===== config.mk =====
export PLATFORM = sky130hd
export DESIGN_NAME = ss_ddr_arbiter
export DESIGN_NICKNAME = d
export VERILOG_FILES = /design/src/rtl/ss_ddr_arbiter.sv
export SDC_FILE = /design/constraint.sdc
export NUM_CORES = 1
export LEC_CHECK = 0
export BUFFER_PORTS_ARGS = -buffer_cell sky130_fd_sc_hd__buf_2
export CAP_MARGIN = 30
export CORE_AREA = 2 2 185 187
export DETAILED_ROUTE_END_ITERATION = 8
export DIE_AREA = 0 0 187 189
export PLACE_DENSITY = 0.53
export SKIP_LAST_GASP = 1
export SLEW_MARGIN = 0
export SYNTH_ARGS = -nofsm -noshare
export SYNTH_HDL_FRONTEND = slang
export SYNTH_SLANG_ARGS = --single-unit

===== constraint.sdc =====
create_clock -name clk -period 2.36 [get_ports clk]
set_clock_uncertainty 0.05 [all_clocks]
set_input_delay 0.354 -clock clk [delete_from_list [all_inputs] [get_ports clk]]
set_output_delay 0.354 -clock clk [all_outputs]
set_load 0.03 [all_outputs]

===== src/rtl/ss_ddr_arbiter.sv =====
// Round-robin arbiter sharing one 64-bit toggle-handshake DDR port between two clients.
// Client 0 is the savestate engine; client 1 is relocated into its own window via C1_ADDR_XOR.
module ss_ddr_arbiter #(
    parameter logic [18:0] C1_ADDR_XOR = 19'h0
) (
    input  logic        clk,
    input  logic        reset_n,

    input  logic        c0_req,
    output logic        c0_ack,
    input  logic [18:0] c0_addr,
    input  logic        c0_we,
    input  logic [7:0]  c0_be,
    input  logic [63:0] c0_do,
    output logic [63:0] c0_di,

    input  logic        c1_req,
    output logic        c1_ack,
    input  logic [18:0] c1_addr,
    input  logic        c1_we,
    input  logic [7:0]  c1_be,
    input  logic [63:0] c1_do,
    output logic [63:0] c1_di,

    output logic        ddr_req,
    input  logic        ddr_ack,
    output logic [18:0] ddr_addr,
    output logic        ddr_we,
    output logic [7:0]  ddr_be,
    output logic [63:0] ddr_do,
    input  logic [63:0] ddr_di,

    output logic        busy,
    output logic        owner
);

    typedef enum logic {
        IDLE = 1'b0,
        WAIT = 1'b1
    } state_t;

    state_t state;
    state_t state_next;
    logic   pend0;
    logic   pend1;
    logic   grant_en;
    logic   grant_sel;
    logic   done;

    assign pend0 = (c0_req != c0_ack);
    assign pend1 = (c1_req != c1_ack);
    assign busy  = (state == WAIT);

    always_ff @(posedge clk or negedge reset_n) begin
        if (!reset_n) begin
            state <= IDLE;
        end else begin
            state <= state_next;
        end
    end

    // On a tie the client that did not own the last grant wins, so grants alternate.
    always_comb begin
        state_next = state;
        grant_en   = 1'b0;
        grant_sel  = 1'b0;
        done       = 1'b0;
        case (state)
            IDLE: begin
                if (pend0 && pend1) begin
                    grant_sel = ~owner;
                end else begin
                    grant_sel = pend1;
                end
                if (pend0 || pend1) begin
                    grant_en   = 1'b1;
                    state_next = WAIT;
                end
            end
            WAIT: begin
                if (ddr_ack == ddr_req) begin
                    done       = 1'b1;
                    state_next = IDLE;
                end
            end
        endcase
    end

    // Request fields stay registered until the next grant; the DDR port samples them on the req toggle.
    always_ff @(posedge clk or negedge reset_n) begin
        if (!reset_n) begin
            ddr_req  <= 1'b0;
            ddr_addr <= 19'h0;
            ddr_we   <= 1'b0;
            ddr_be   <= 8'hFF;
            ddr_do   <= 64'h0;
            owner    <= 1'b1;
            c0_ack   <= 1'b0;
            c1_ack   <= 1'b0;
            c0_di    <= 64'h0;
            c1_di    <= 64'h0;
        end else begin
            if (grant_en) begin
                owner   <= grant_sel;
                ddr_req <= ~ddr_req;
                if (grant_sel) begin
                    ddr_addr <= c1_addr ^ C1_ADDR_XOR;
                    ddr_we   <= c1_we;
                    ddr_be   <= c1_be;
                    ddr_do   <= c1_do;
                end else begin
                    ddr_addr <= c0_addr;
                    ddr_we   <= c0_we;
                    ddr_be   <= c0_be;
                    ddr_do   <= c0_do;
                end
            end
            if (done) begin
                if (owner) begin
                    c1_ack <= ~c1_ack;
                    if (!ddr_we) begin
                        c1_di <= ddr_di;
                    end
                end else begin
                    c0_ack <= ~c0_ack;
                    if (!ddr_we) begin
                        c0_di <= ddr_di;
                    end
                end
            end
        end
    end

endmodule


Yosys cells after proc, flatten, opt, wreduce, memory -nomap -nowiden
Index checks and enable logic that the tools add are counted.
Cells by class
  eq/ne operators: 3
  mux-type cells: 12
  bitwise operators: 6
  reduce and logical (&&, ||, !) cells: 6
Operators with widths (count)
  $mux 64: 1
  $mux 19: 1
  $mux 1: 8
  $mux 8: 1
  $not 1->1: 6
  $reduce_and 3->1: 2
  $reduce_and 2->1: 2
  $ne 1x1->1: 2
  $pmux 1 s2: 1
  $eq 1x1->1: 1
  $logic_and 1x1->1: 1
  $logic_or 1x1->1: 1
Storage, ports and cells
  register bits after elaboration: 225
  input bits: 253
  output and inout bits: 225

Logic depth before layout (Yosys ltp)
Gate-level depths: netlist (run 1).
  depth after elaboration: 5
  depth in mapped cells: 6
  mapped depth without buffers: 3

Worst setup path after synthesis (run 1)
Ideal clock, no wire load.
  path kind: register to register
  start: register ddr_req
  end: register c0_di[54]
  library setup time: 0.125 ns
  arrival: 1.697 ns
  data required time: 2.185 ns
  setup slack: 0.489 ns
  cell stages (with the launch flop): 6
  clock period less this slack: 1.871 ns
  cell sequence: dfrtp_1 xnor2_2 and4_1 buf_2 buf_4 mux2_2
Between the ends
  longest elaborated chain between the ends: 4
RTL lines
  start, declared: RTL line 25  | output logic ddr_req,
  start signal, assigned: RTL line 105  | ddr_req <= ~ddr_req;
  $eq 1x1->1: RTL line 81  | if (ddr_ack == ddr_req) begin
  $mux 1: RTL line 81
  $mux 1: RTL line 68  | case (state)
  $reduce_and 3->1 (no line)
  end signal, assigned: RTL line 127  | c0_di <= ddr_di;
  end, declared: RTL line 15  | output logic [63:0] c0_di,
Every way passes these cells.
A chain may end at the register's enable or synchronous reset.

Worst setup path after layout (run 1)
  start: register owner
  end: output port owner
RTL lines
  start, declared: RTL line 34  | output logic owner
  start signal, assigned: RTL line 104  | owner <= grant_sel;
No word-level cell between the ends.

==> impl_metrics.toml, run 1 <==
[run_status]
status = "finished, final reports clean"

[cells_and_area]
final_cell_area_sq_um = 14700
nets = 1564
final_layout_size_suffix_gt1_share_pct = 50.7
nFillCells = 3212
syn_to_final_growth_pct = 41.7

[synth]
synth_top_area_share_pct = 52.1
synth_warnings = 0
synthesis.instances = 844
yosys-top-cells-count = "dfrtp_1, a2111oi_0, mux2_2, a211oi_1, inv_1"
ys_seq_elements = 225
async_flop_share_pct = 100
yosys.cell_count.top_type = "dfrtp_1"
syn_nets = 1097
seq_area_frac_synth_pct = 54.4
syn_area_sq_um = 10400
synth-edff-count = 0
synth_flop_cell = "dfrtp_1"
synthTopCellsByArea = "dfrtp_1, a2111oi_0, mux2_2"
synth_cell_types = 20
avgSynthCellArea_sq_um = 12.3
synth_top_cell_by_area = "dfrtp_1"

[clock_network]
cts_setup_buffers = 0
h-tree-depth = 1
path_clk_slew_ps = 60
numCtsBuffers = 26
cts.sinks = 225
clkLatencyLatePin_ps = 530
clockBufferDepth = 3
cts-root-buf = "clkbuf_16"
cts_tree = "built"

[power_and_ir_drop]
seqPwrFrac_pct = 28.3
ir_drop_mv = 0.675
combPwrFrac_pct = 52.7
power_switching_mw = 11.5
p_sw_share_pct = 47.2
power_leakage_nw = 6.75
clkPwrFrac_pct = 19.0
p_int_mw = 12.9
p_per_area_nw_per_um2 = 1660

[worst_setup_path]
critPathLaunchType = "flip-flop"
end_kind = "output pin"
crit_arrival_ps = 1730
crit_type = "flip-flop to output pin"
required_ps = 1960
r2r_slack_ps = 230
crit_fanout = 22

[sta]
whs_ps = 32.1
hold_viol_final = 0
fin_crit_ps = 2140
maxSlewHeadroom_pct = 58.3
fin_crit_sh_pct = 90.5
setup_viol = 0
rsz0062_at_grt = "false"
fmax_mhz = 468
slew_viol_final = 0
timing.final.ws_setup_ps = 224
tightest_slew_ps = 610

[floorplan]
core_sq_um = 33300
rows = 67
initial_core_util_pct = 31.2
ioPinCount = 478
fp.dieArea_sq_um = 35300
dieWidth_um = 187
die-height_um = 189

[global_route]
antenna_found_initial = 8
grt_max_degree = 124
grt_pass1_vias = 9449
grt.total_usage_pct = 20.4
grt_pass1_wl_um = 57200
overflow = 0

[job]
cap_violations = 0

[placed_design]
place_congestion = 0.805
place_ws_ps = 212
io_buffers = 477
hpwlAfterDp_um = 25600
place_area_sq_um = 13300

[route]
finalWirelength_um = 37200
drt_pass1_iterations = 4
vias = 9258
wl_per_cell_um = 20.9
via_per_inst = 5.19
drc_errors = 0
drt_iter0_markers = 431
antenna_left = 0

[min_path]
hold_path_class = "input pin to flip-flop"
[registers in the layout, indices dropped and copies added, names as in the netlist]
name / count
ddr_req: 1
busy: 1
ddr_be: 8
ddr_addr: 19
c1_di: 64
ddr_we: 1
c0_ack: 1
c0_di: 64
owner: 1
c1_ack: 1
ddr_do: 64
[metrics by stage]
| stage | util, % | instances | setup TNS (ps) | power [mW] |
|---|---|---|---|---|
| floorplan | - | 844 | 0 | 15.4 |
| detailed placement | 40.1 | 1697 | 0 | 19.8 |
| global placement | 40.0 | 1696 | -1820 | 19.6 |
| CTS | 44.1 | 1779 | 0 | 24.6 |
| global route | 44.1 | 1783 | 0 | 25.7 |
| finish | 44.1 | 1784 | 0 | 24.4 |
[cells in the final DEF (no fill, tap or decap)]
cell           count
dfrtp_4            1
mux2_2           102
clkinv_2           1
clkbuf_8           7
diode_2            5
buf_4             19
nand3_1            2
dfrtp_1          215
mux2_1            26
a2111oi_0        184
dfstp_4            1
clkinvlp_4         1
buf_16             1
clkbuf_16         27
dlygate4sd3_1     34
a21o_1             1
a21o_4             1
nor3_1             1
a211oi_1          93
bufinv_16          6
nand4_4            1
clkinv_4           2
xnor2_1            3
dfstp_2            8
buf_8              1
buf_12            13
clkbuf_1           4
xnor2_2            3
a21oi_1            1
xor2_4             2
buf_2            476
inv_1             92
and4_2             1
inv_2              1
[path summary, 6_finish.rpt]
check                      cells past startpoint   endpoint        from
setup / recovery                               2      owner       owner
max in group asynchronous                      3  ddr_be[0]     reset_n
hold / removal                                 2  c1_di[34]  ddr_di[34]
setup reg to reg                               4  c0_di[63]     ddr_req
hold reg to reg                                2  ddr_be[7]   ddr_be[7]
min in group asynchronous                      2  c1_di[12]     reset_n
[layout make-up]
class | instances | area (sq um) | area share, %
sequential | 225 | 5650 | 38.5
multi-input combinational | 421 | 3960 | 26.9
antenna | 5 | 12.5 | 0.0852
tap | 448 | 561 | 3.82
clock buffer | 38 | 787 | 5.36
clock inverter | 10 | 210 | 1.43
timing repair buffer | 544 | 3170 | 21.6
inverter | 93 | 349 | 2.38
[power by group through the flow]
stage / clock [mW] / combinational [mW] / sequential [mW]
after detailed placement: 0 / 12.9 / 6.94
after global placement: 0 / 12.7 / 6.91
after global routing: 4.93 / 13.7 / 7.14
after floorplan: 0 / 4.66 / 10.7
after CTS: 4.77 / 12.9 / 6.91
final: 4.63 / 12.8 / 6.90
[kinds of logic (layout without fill, tap and decap cells)]
logic type,after synthesis,after routing,share of synthesized area [%]
AO/OA/AOI/OAI,280,280,22.5
flip-flops,225,225,54.4
buffers and inverters,198,685,8.11
multiplexers,128,128,13.9
XOR/XNOR,8,8,0.748
AND/OR/NAND/NOR,5,5,0.350
other,0,5,0
[routing by layer]
layer	GRT usage [%]	share of wire, %	vias to the layer above
li1	-	-	4232
met1	25.9	41	4548
met2	34.5	49	424
met3	5.54	7.9	48
met4	4.98	2.0	6
met5	0	0.11	-
[timing repair]
| action | CTS | global route |
|---|---|---|
| hold buffers | 34 | 0 |
| gates resized for setup | 0 | 0 |
| hold endpoints to repair | 112 | 0 |
[worst max-delay path, cell delays in order, from the launching register on]
cell	delay, ps
dfstp_4	660
buf_4	290
buf_2	250
No activity file was read; power rests on OpenSTA's default activity.
==> run 2, diff against run 1 <==
Settings changed: CORE_AREA 2 2 185 187 to 2 2 184 186, DIE_AREA 0 0 187 189 to 0 0 186 188, PLACE_DENSITY 0.53 to 0.56.
Clock period 2.36 ns to 1.8 ns, I/O delays scaled along.
==> run 2 against run 1 <==
- power up 37%
- flip-flop and latch count unchanged
- combinational power up 45%
- global-route usage up 0.70 points
- sequential power up 33%
- via count up 4.8%
- die area down 1.1%
- the run now ends with hold timing left
- cell count up 4.7%
- register-to-register slack worse by 220 ps
- clock power up 21%
- final area up 7.3%
- clock-buffer cell count down 1
- largest cell class unchanged
==> impl_metrics.toml, run 2 (synthesis results as in run 1) <==
[power_and_ir_drop]
ir_drop_mv = 0.990
combPwrFrac_pct = 55.7
p_per_area_nw_per_um2 = 2120
power_leakage_nw = 7.21
power_switching_mw = 15.7
power.total_mw = 33.4
p_int_mw = 17.7
seqPwrFrac_pct = 27.5
clkPwrFrac_pct = 16.9
p_sw_share_pct = 47.1

[global_route]
grt_max_degree = 50
antenna_found_initial = 9
grt_pass1_wl_um = 57900
grt_pass1_vias = 9968
grt.total_usage_pct = 21.1
overflow = 0

[route]
finalWirelength_um = 38700
via_per_inst = 5.20
wl_per_cell_um = 20.8
vias = 9706
drt_pass1_iterations = 4
drt_iter0_markers = 248
drc_errors = 0
antenna_left = 0

[cells_and_area]
nets = 1651
final_layout_size_suffix_gt1_share_pct = 52.8
final_cell_mix = "buf_2, dfrtp_1, a2111oi_0"
reg_top3 = "c0_di x64, c1_di x64, ddr_do x64"
syn_to_final_growth_pct = 52.1
layout_commonest_cell = "buf_2"
nFillCells = 3076

[sta]
fin_tns_setup_ps = 0
fin_crit_sh_pct = 99.6
fmax_mhz = 558
slew_viol_final = 0
rsz0062_at_grt = "true"
tightest_slew_ps = 557
setup_viol = 0
hold_viol_final = 3
whs_ps = -5.07
fin_crit_ps = 1790
maxSlewHeadroom_pct = 61.9

[min_path]
hold_path_class = "input pin to flip-flop"
whs_path_depth = 3

[clock_network]
cts.sinks = 225
numCtsBuffers = 25
cts_tree = "built"
clockBufferDepth = 3
path_clk_slew_ps = 60
cts-root-buf = "clkbuf_16"
clkLatencyLatePin_ps = 530
h-tree-depth = 1

[floorplan]
ioPinCount = 478
core_sq_um = 33100
fp.dieArea_sq_um = 35000
die-height_um = 188
dieWidth_um = 186
rows = 67
initial_core_util_pct = 31.3

[worst_setup_path]
slowest_stage = "dfrtp_2"
end_kind = "flip-flop"
crit_chain = "xnor2_4 -> buf_4 -> a21o_4 -> buf_12 -> a211oi_1"
critPathLaunchType = "flip-flop"
cp_num_buf_inv = 2
cp_num_cells = 5
required_ps = 2180
crit_family = "compound AO/OA/AOI/OAI gates"
crit_arrival_ps = 2180
cpPeakStageDelay_ps = 510
crit_type = "flip-flop to flip-flop"
crit_fanout = 45
ff2ff_path_depth = 5

[run_status]
violations = "hold timing"
status = "finished with violations"

[job]
cap_violations = 0

[placed_design]
hpwlAfterDp_um = 27000
io_buffers = 477
place_congestion = 0.833
-- run 2: changes by cell type in the layout (fill, tap and decap cells not counted), moves of 11 or more --
| cell | before | now |
|---|---|---|
| buf_4 | 19 | 53 |
| a2111oi_1 | 0 | 48 |
| a2111oi_0 | 184 | 128 |
| a211oi_1 | 93 | 81 |
| dlygate4sd3_1 | 34 | 71 |
| buf_12 | 13 | 24 |
| a211oi_2 | 0 | 12 |
-- run 2: worst paths after layout --
path | startpoint | slack (ps) | end
max in group asynchronous | reset_n | 870 | ddr_be[5]
min in group asynchronous | reset_n | 210 | c1_di[24]
min reg2reg | ddr_be[4] | 420 | ddr_be[4]
max reg2reg | c1_ack | 7 | ddr_addr[0]
max | c1_ack | 7 | ddr_addr[0]
min | c1_addr[11] | -5 | ddr_addr[11]
-- run 2: per-layer routing --
layer  track usage (%)  vias to the layer above  share of wire (%)  wire (um)
li1                  -                     4408                  -          -
met2              36.8                      435                 50      19400
met3              6.35                       72                9.3       3600
met5                 0                        -               0.12         47
met1              24.6                     4783                 38      14600
met4              6.69                        8                2.9       1110
-- run 2: power groups by stage --
| stage | clock (mW) | sequential [mW] | combinational (mW) |
|---|---|---|---|
| global route | 5.99 | 9.48 | 19.7 |
| detailed placement | 0 | 9.20 | 17.5 |
| finish | 5.62 | 9.17 | 18.6 |
| global placement | 0 | 9.14 | 17.3 |
| floorplan | 0 | 14.0 | 6.14 |
| CTS | 5.76 | 9.14 | 18.0 |
-- run 2: layout make-up --
class,instances,area [sq um],area share (%)
diodes,2,5.00,0.0317
clock buffers,37,761,4.82
clock inverters,9,151,0.960
inverters,93,349,2.21
multi-input cells,424,4220,26.8
flip-flops and latches,225,5650,35.8
well taps,448,561,3.55
repair buffers,629,4070,25.8
-- run 2: repair_timing --
item,CTS,global route
gates cloned,2,3
buffers inserted,5,4
resized for setup,15,65
endpoints found under the setup margin,92,66
pin swaps,1,0
endpoints found under the hold margin,232,0
hold buffers,71,0
-- run 2: tightest hold or removal path, stage by stage --
cell and delay (ps):
buf_2 80, a2111oi_2 40, a211oi_2 130
-- run 2: metrics by stage --
step / util (%) / cells / cell area (sq um) / worst slack, ps / hold WS, ps
final: 47.6 / 1867 / 15800 / 6.94 / -5.07
after detailed placement: 41.5 / 1734 / 13700 / -238 / 179
after floorplan: - / 844 / 10400 / -7.87 / -75.6
after CTS: 46.8 / 1858 / 15500 / 9.03 / 0.448
after global placement: 41.5 / 1734 / 13700 / -215 / 179
after global routing: 47.6 / 1866 / 15800 / -85.8 / 2.70
==> run 3, diff against run 2 <==
Settings changed: ABC_AREA set to 1, CORE_AREA 2 2 184 186 to 2 2 185 187, DIE_AREA 0 0 186 188 to 0 0 187 189.
==> run 3 against run 2 <==
- the run now ends clean
- highest routed layer unchanged
- die area increased by 1.1%
- largest cell class unchanged
- sequential share of layout area is 0.52 points lower
- utilization rose by 0.40 points
- register-to-register slack gained 50 ps
- synthesized cell count up 63%
==> impl_metrics.toml, run 3 <==
[sta]
fin_crit_ps = 1740
fmax_mhz = 574
whs_ps = 16.7
rsz0062_at_grt = "true"
maxSlewHeadroom_pct = 60.5
slew_viol_final = 0
hold_viol_final = 0
setup_viol = 0
tightest_slew_ps = 592
fin_tns_setup_ps = 0
timing.final.ws_setup_ps = 56.4
fin_crit_sh_pct = 96.9

[power_and_ir_drop]
ir_drop_mv = 0.877
seqPwrFrac_pct = 28.4
power_switching_mw = 15.6
clkPwrFrac_pct = 17.3
combPwrFrac_pct = 54.3
power_leakage_nw = 9.42
p_sw_share_pct = 49.2
p_per_area_nw_per_um2 = 1980
p_int_mw = 16.1
power.total_mw = 31.7

[synth]
synth_flop_cell = "dfrtp_1"
synth-edff-count = 0
synth_top_cell_by_area = "dfrtp_1"
synth_top_area_share_pct = 51.2
synthesis.instances = 1376
avgSynthCellArea_sq_um = 7.67
ys_seq_elements = 225
async_flop_share_pct = 100
syn_nets = 1629
synthTopCellsByArea = "dfrtp_1, nand2_1, nand3_1"
synth_cell_types = 21
seq_area_frac_synth_pct = 53.5
yosys.cell_count.top_type = "nand2_1"
syn_area_sq_um = 10500
yosys-top-cells-count = "nand2_1, nand3_1, dfrtp_1, inv_1, buf_2"
synth_warnings = 0

[cells_and_area]
final_cell_area_sq_um = 16000
final_cell_mix = "nand2_1, buf_2, nand3_1"
finalCoreUtilization_pct = 48.0
reg_top3 = "c0_di x64, c1_di x64, ddr_do x64"
fin_cells = 2442
final_layout_size_suffix_gt1_share_pct = 29.3
layout_commonest_cell = "nand2_1"
nets = 2229
syn_to_final_growth_pct = 51.5

[placed_design]
dp_cells = 2254
place_congestion = 0.862
place_area_sq_um = 13700
place_ws_ps = 82.2
io_buffers = 477
hpwlAfterDp_um = 26200

[run_status]
status = "finished, final reports clean"

[global_route]
grt.total_usage_pct = 21.1
overflow = 0
grt_busiest_layer = "met2"
gr-usage-met3_pct = 4.21
antenna_found_initial = 3
grt_pass1_wl_um = 60300
met1_usage_pct = 26.1
grt_pass1_vias = 11413
grt_use_met2_pct = 36.3
grt_max_degree = 66

[floorplan]
ioPinCount = 478
core_sq_um = 33300
rows = 67
dieWidth_um = 187
fp.dieArea_sq_um = 35300
die-height_um = 189
initial_core_util_pct = 31.7

[worst_setup_path]
required_ps = 2210
crit_fanout = 40
end_kind = "flip-flop"
crit_type = "flip-flop to flip-flop"
crit_arrival_ps = 2150
critPathLaunchType = "flip-flop"

[route]
finalWirelength_um = 37800
drt_iter0_markers = 528
via_per_inst = 4.56
vias = 11132
antenna_left = 0
drc_errors = 0
wl_per_cell_um = 15.5
drt_pass1_iterations = 5

[clock_network]
cts-root-buf = "clkbuf_16"
clkLatencyLatePin_ps = 530
numCtsBuffers = 25
path_clk_slew_ps = 60
clockBufferDepth = 3
cts.sinks = 225
cts_tree = "built"
h-tree-depth = 1

[job]
cap_violations = 0

[min_path]
hold_path_class = "input pin to flip-flop"
-- run 3: cell types whose count changed after synthesis, sizes merged, moves of 5 or more --
cell and change:
a211oi -93, a2111oi -184, xnor2 -5, clkbuf -57
nand2 +544, nand3 +313, mux2 -128, inv +99
buf +42
-- run 3: kinds of logic after synthesis --
logic type / synth area share [%]
AND/OR/NAND/NOR: 34.7
buffers and inverters: 11.4
flip-flops: 53.5
XOR/XNOR: 0.249
AO/OA/AOI/OAI: 0.130
-- run 3: layout make-up --
class,count,area (sq um)
Clock inverter,14,203
Fill cell,3225,17300
Tap cell,448,561
Timing Repair Buffer,663,4430
Clock buffer,30,674
Sequential cell,225,5640
Antenna cell,1,2.50
Inverter,192,723
Multi-Input combinational cell,869,3750
-- run 3: path summary, 6_finish.rpt --
path                       slack, ps       from  cells past startpoint    endpoint
hold / removal                    20  c0_do[41]                      5  ddr_do[41]
max in group asynchronous        750    reset_n                      3   ddr_be[6]
min in group asynchronous        280    reset_n                      2   c0_di[50]
hold reg to reg                  410  ddr_be[1]                      2   ddr_be[1]
setup reg to reg                  60    ddr_req                      7   c1_di[61]
setup / recovery                  60    ddr_req                      7   c1_di[61]
-- run 3: power groups by stage --
stage / logic (mW) / clock network (mW) / registers [mW]
2_1_floorplan: 6.51 / 0 / 13.7
6_report: 17.2 / 5.49 / 9.02
3_5_place_dp: 17.1 / 0 / 9.03
4_1_cts: 17.4 / 5.63 / 9.01
5_1_grt: 18.7 / 5.87 / 9.32
3_3_place_gp: 17.0 / 0 / 9.03
-- run 3: layer usage --
| layer | up-vias | share of wire [%] |
|---|---|---|
| met5 | - | 0.056 |
| met4 | 4 | 4.0 |
| met3 | 93 | 7.5 |
| met2 | 475 | 48 |
| met1 | 5140 | 41 |
| li1 | 5420 | - |
-- run 3: critical path: stages (launching register included) --
cell and delay, ps:
dfrtp_1 400, inv_1 50, nand2_1 50, nand2_1 160, nor2_4 180, buf_4 440
nand3_1 210, nand2_1 110
-- run 3: timing repair --
| action | CTS | global route |
|---|---|---|
| endpoints found under the setup margin | 0 | 48 |
| hold buffers | 143 | 0 |
| setup buffers | 0 | 0 |
| hold endpoints to repair | 245 | 0 |
| resized for setup | 0 | 2 |
